File: src/rtl/serial_adder.sv
// serial_adder: bit-serial adder built from one full-adder cell and a
// registered carry. Adds two WIDTH-bit operands plus a carry-in, LSB first,
// one bit per clock, behind a start/ready/done handshake.
module serial_adder #(
   parameter int WIDTH = 8
) (
   input  logic             clk,
   input  logic             rst_n,
   input  logic             start,
   input  logic [WIDTH-1:0] a,
   input  logic [WIDTH-1:0] b,
   input  logic             cin,
   output logic             ready,
   output logic             busy,
   output logic             done,
   output logic [WIDTH-1:0] sum,
   output logic             cout
);

   // Counter must hold 0..WIDTH-1; keep at least one bit for WIDTH=1.
   localparam int            CW   = (WIDTH > 1) ? $clog2(WIDTH) : 1;
   localparam logic [CW-1:0] LAST = CW'(WIDTH - 1);

   typedef enum logic [1:0] {
      IDLE  = 2'd0,
      SHIFT = 2'd1,
      DONE  = 2'd2
   } state_t;

   state_t           state_r;
   logic [CW-1:0]    cnt_r;
   logic [WIDTH-1:0] a_sh_r;
   logic [WIDTH-1:0] b_sh_r;
   logic [WIDTH-1:0] sum_sh_r;
   logic             carry_r;

   logic             s_bit_s;
   logic             c_bit_s;
   logic [WIDTH-1:0] sum_next_s;

   // Carry-out of a full adder: majority of its three inputs.
   function automatic logic majority(input logic x, input logic y, input logic z);
      return (x & y) | (x & z) | (y & z);
   endfunction

   // Full-adder cell on the current LSBs and the sum shift register's next value.
   always_comb begin
      s_bit_s                = a_sh_r[0] ^ b_sh_r[0] ^ carry_r;
      c_bit_s                = majority(a_sh_r[0], b_sh_r[0], carry_r);
      sum_next_s             = sum_sh_r >> 1;
      sum_next_s[WIDTH-1]    = s_bit_s;
   end

   // Control FSM, datapath shift registers and registered handshake/result outputs.
   always_ff @(posedge clk) begin
      if (!rst_n) begin
         state_r  <= IDLE;
         cnt_r    <= '0;
         a_sh_r   <= '0;
         b_sh_r   <= '0;
         sum_sh_r <= '0;
         carry_r  <= 1'b0;
         sum      <= '0;
         cout     <= 1'b0;
         ready    <= 1'b1;
         busy     <= 1'b0;
         done     <= 1'b0;
      end else begin
         case (state_r)
            IDLE: begin
               if (start) begin
                  a_sh_r  <= a;
                  b_sh_r  <= b;
                  carry_r <= cin;
                  cnt_r   <= '0;
                  state_r <= SHIFT;
                  ready   <= 1'b0;
                  busy    <= 1'b1;
                  done    <= 1'b0;
               end else begin
                  state_r <= IDLE;
                  ready   <= 1'b1;
                  busy    <= 1'b0;
                  done    <= 1'b0;
               end
            end
            SHIFT: begin
               a_sh_r   <= a_sh_r >> 1;
               b_sh_r   <= b_sh_r >> 1;
               sum_sh_r <= sum_next_s;
               carry_r  <= c_bit_s;
               cnt_r    <= cnt_r + CW'(1);
               if (cnt_r == LAST) begin
                  // Last bit: publish the full result together with the final carry.
                  sum     <= sum_next_s;
                  cout    <= c_bit_s;
                  state_r <= DONE;
                  ready   <= 1'b0;
                  busy    <= 1'b0;
                  done    <= 1'b1;
               end else begin
                  state_r <= SHIFT;
                  ready   <= 1'b0;
                  busy    <= 1'b1;
                  done    <= 1'b0;
               end
            end
            DONE: begin
               state_r <= IDLE;
               ready   <= 1'b1;
               busy    <= 1'b0;
               done    <= 1'b0;
            end
            default: begin
               state_r <= IDLE;
               cnt_r   <= '0;
               ready   <= 1'b1;
               busy    <= 1'b0;
               done    <= 1'b0;
            end
         endcase
      end
   end

endmodule

File: config.mk
export PLATFORM = sky130hd
export DESIGN_NAME = serial_adder
export DESIGN_NICKNAME = d
export VERILOG_FILES = /design/src/rtl/serial_adder.sv
export SDC_FILE = /design/constraint.sdc
export NUM_CORES = 1
export LEC_CHECK = 0
export ABC_CLOCK_PERIOD_IN_PS = 2500
export CAP_MARGIN = 10
export CORE_ASPECT_RATIO = 0.5
export CORE_MARGIN = 2
export CORE_UTILIZATION = 54
export CTS_BUF_LIST = sky130_fd_sc_hd__clkbuf_16
export DETAILED_ROUTE_END_ITERATION = 7
export GPL_TIMING_DRIVEN = 0
export HOLD_SLACK_MARGIN = 0.06
export PLACE_DENSITY = 0.83
export SLEW_MARGIN = 20
export SYNTH_ARGS = -nofsm -noshare
export SYNTH_HDL_FRONTEND = slang
export SYNTH_SLANG_ARGS = --single-unit
File: constraint.sdc
create_clock -name clk -period 2.5 [get_ports clk]
set_input_delay 0.5 -clock clk [delete_from_list [all_inputs] [get_ports clk]]
set_output_delay 0.5 -clock clk [all_outputs]
set_load 0.1 [all_outputs]
# After elaboration in Yosys (flattened, before gate mapping)
# Cells that the tools add are included.
[word_totals]
register_bits = 42
inputBits = 20
output_inout_bits = 12
elab_cells = 47
[classes]
add_sub_neg = 1
eq_ne = 4
n_mux = 17
bitwise_logic = 8
reduce_logical = 6
[ops]
columns = ["op", "count"]
rows = [
  ["$pmux W8 S2", 2],
  ["$mux W8", 2],
  ["$pmux W3 S3", 1],
  ["$reduce_and A2 Y1", 4],
  ["$mux W1", 6],
  ["$pmux W1 S2", 3],
  ["$pmux W2 S2", 1],
  ["$add A3 B1 Y3 const B", 1],
  ["$and A1 B1 Y1", 3],
  ["$eq A3 B3 Y1 const B", 1],
  ["$mux W3", 1],
  ["$eq A2 B1 Y1 const B", 1],
  ["$eq A2 B2 Y1 const B", 1],
  ["$logic_not A2 Y1", 1],
  ["$mux W2", 1],
  ["$ne A2 B2 Y1 const B", 1],
  ["$or A1 B1 Y1", 2],
  ["$reduce_bool A2 Y1", 1],
  ["$xor A1 B1 Y1", 2],
  ["$not A1 Y1", 1],
]

# Longest topological paths before layout
[depth]
ltp_word = 4
depth_mapped = 5
mapped_depth_nobuf = 5

# Worst setup path after synthesis
# No wires, ideal clock.
[synth_timing]
kind = "flip-flop to flip-flop"
from = "reg state_r[0]"
to = "reg a_sh_r[7]"
setup_time_ps = 118
arrival_time_ps = 1626
required_time_ps = 2382
setup_slack_ps = 756
stages_incl_launch_ff = 5
n_path_buf = 1
period_less_slack_ps = 1744
path_cell_list = "dfxtp_1 nand2b_1 buf_2 a32oi_1 nor2b_1"
[synth_between]
elab_chain_len = 3
elab_cells_between_ends = 6
classes_between = "eq/ne: 2; mux: 1; reduce/logical: 3"
[synth_rtl]
columns = ["item", "line_no", "rtl"]
rows = [
  ["start, declared", "30", "state_t state_r;"],
  ["start signal, assigned", "57", "state_r <= IDLE;"],
  ["start signal, assigned", "76", "state_r <= SHIFT;"],
  ["start signal, assigned", "81", "state_r <= IDLE;"],
  ["$eq A2 B1 Y1 / $logic_not A2 Y1 (equally long branches)", "69", "case (state_r)"],
  ["$reduce_bool A2 Y1 (no line) / $ne A2 B2 Y1 (equally long branches)", "-", ""],
  ["$reduce_and A2 Y1 (no line)", "-", ""],
  ["end signal, assigned", "88", "a_sh_r <= a_sh_r >> 1;"],
  ["end, declared", "32", "logic [WIDTH-1:0] a_sh_r;"],
]
# Several ways; a longest one is shown, not always the timed one.
# A chain may end at the register's enable or synchronous reset.

==> out/summary.txt <==
status: complete, no violations
Area Overhead vs Synth: 29.95%
initial antenna violation count: 0
cts repair resizes: 0
Top-Level Pins: 32
CP Capture Type: primary output
CP Cell Sequence: clkdlybuf4s50_1
clock tree sinks: 40
drt wl/cell: 13.14 um
top-count cell post-synth: nand2_1
final net count: 250
final worst slack: 0.07556 ns
Synth top area share: 0.4965
worst skew pair latency: 0.28 ns
Final TNS setup: 0 ns
WP buf/inv: 1
Peak supply drop: 0.3983 mV
Min Clock Period, post-route: 2.424 ns
post-detail-place hpwl: 2380 um
Final Hold Vio Count: 0
hold-fix buffers at CTS: 0
Crit Path Class: flop to primary output
deepest clock path buffer count: 2
power per cell area: 686.3 mW/mm^2
max-cap check violation count: 0
Die Width: 81.29 um
Die Y: 42.65 um
vias in the first global route: 1249
post-place setup slack: 0.3927 ns
# diodes: 0
DRC marker count from the first detailed-route iteration: 103
first drt pass iteration count: 4
final non-filler cell total: 265
synthesis-stage register bit count: 40
CTS tree: built
Max-Slew Margin vs Limit: 0.3458
Leak: 0.7858 nW
total power: 1.438 mW
post-synthesis net count: 213
Synth cell types: 22
register area share after synthesis: 0.4965
residual DRC count: 0
Cell Int Power: 1.100 mW
Congestion Overflow GR: 0
final WL: 3483 um
syn avg cell area: 8.488 sq um
Sw Pwr: 0.3387 mW
# Post-CTS Setup Buffers: 0
Synthesis Warnings: 0
Initial Util: 0.5937
Clk pwr share: 0.408
RSZ-0062 raised after global routing: no
gpl congestion: 0.7336
setup violators final: 0
layout cells sized above 1: 0.06579
number of flops mapped to enable cells by yosys: 0
placed cells: 257
HP Class: flop to flop
ranking of synthesized cells by area: dfxtp_1, nand2_1, a21boi_1, a31oi_1, o21ai_0
Die ar.: 0.003466 sq mm
Tcrit/Tclk final: 0.9698
Vias/cell: 5.419
Combinational Power Share: 0.115
gr usage total: 0.2140
Final Max Slew Viols: 0
Seq pwr share: 0.477
Num CTS Buffers: 5
synth cell count leaders: nand2_1, dfxtp_1, a21boi_1, o21ai_0, a31oi_1
core area: 0.002716 sq mm
Core Rows: 13
Routed Antenna Nets: 0
Clk pin slew, worst setup/hold paths: 0.05 ns
Max Freq: 412.5 MHz
clk root buf: clkbuf_16
via count: 1436
predominant post-synthesis flop cell: dfxtp_1
largest net degree at the start of global routing: 12
slowest CP cell: clkdlybuf4s50_1
Top delay family on crit path: buffers and inverters
critical path data arrival time: 1.92 ns
Worst setup SP type: flop
Worst Tran Pin Value: 0.9782 ns
H-tree depth: 2
Crit path largest cell delay: 1.19 ns
mapped cell area: 0.001613 sq mm
Fin Clk Skew: 0.004313 ns
sw frac: 0.2355
first-pass GRT wire length: 5540 um
Synth area leader: dfxtp_1
crit-path max FO: 7
Worst EP required: 2.00 ns
Mapped Cells: 190
ys async rst share: 0
PortBufs: 30
==> routing by layer <==
metal | global-route usage | routed length, um | up-vias
li1 | - | - | 728
met1 | 0.2777 | 1672 | 656
met2 | 0.3230 | 1553 | 47
met3 | 0.06250 | 218 | 5
met4 | 0.1085 | 38 | 0
met5 | 0 | 0 | -
==> path summary, 6_finish.rpt <==
kind         startpoint  depth (start not counted)  endpoint  slack (ns)
max reg2reg    cnt_r[1]                          5    sum[7]        1.01
max          state_r[0]                          1      busy        0.08
min              sum[0]                          2    sum[0]        0.45
min reg2reg      sum[0]                          2    sum[0]        0.45
==> worst min-delay path: stages (launching register included) <==
cell      delay, ns
dfxtp_1        0.30
nand2_1        0.05
a21boi_1       0.05
==> cells in the final DEF (no fill, tap or decap) <==
cell type        instances
nand3b_1                 1
nor3b_1                  2
nand2b_1                 2
inv_1                    3
ha_1                     2
buf_2                    7
nor2b_1                  7
clkinv_1                 1
nand3_1                  9
o21ai_0                 16
buf_4                    3
a31oi_1                 15
buf_1                    1
and3_1                   3
a32oi_1                  4
clkdlybuf4s50_1         30
fa_1                     1
nand2_1                 53
clkbuf_16                5
o21a_1                   1
a21boi_1                16
dfxtp_1                 40
clkbuf_1                 4
nor2_1                   1
a21oi_1                  1
==> logic make-up (layout without fill, tap and decap cells) <==
logic type / count (synthesis) / after routing / share of synthesized area
simple gates: 78 / 78 / 0.2141
compound gates: 53 / 53 / 0.2118
flops: 40 / 40 / 0.4965
buf+inv: 16 / 54 / 0.04964
fa+ha+maj: 3 / 3 / 0.02793
==> through the flow <==
step	utilization	cell area [sq um]	hold slack (ns)
after global placement	0.7213	1959	0.4404
after CTS	0.7715	2096	0.4566
after detailed placement	0.7213	1959	0.4488
final	0.7715	2096	0.4535
after floorplan	-	1613	0.4353
after global routing	0.7715	2096	0.4663
==> state kept, by name, indices dropped and copies added, names as in the netlist <==
signal,flops
cnt_r,3
done,1
state_r,2
cout,1
b_sh_r,8
a_sh_r,8
ready,1
sum_sh_r,7
carry_r,1
sum,8
==> power groups by stage <==
stage               registers [mW]  logic, mW  clock network (mW)
floorplan                    0.713     0.0883                   0
global placement             0.698      0.160                   0
detailed placement           0.699      0.164                   0
CTS                          0.686      0.165               0.593
global route                 0.689      0.181               0.635
finish                       0.686      0.165               0.587
==> area by class of cell <==
cell class / count / area [sq um]
clock inverters: 3 / 11.26
multi-input cells: 134 / 732.0
well taps: 37 / 46.29
inverters: 1 / 3.754
repair buffers: 30 / 300.3
clock buffers: 5 / 125.1
plain buffers: 15 / 76.32
fillers: 188 / 620.6
flip-flops and latches: 40 / 800.8
(Power assumes the default switching activity.)
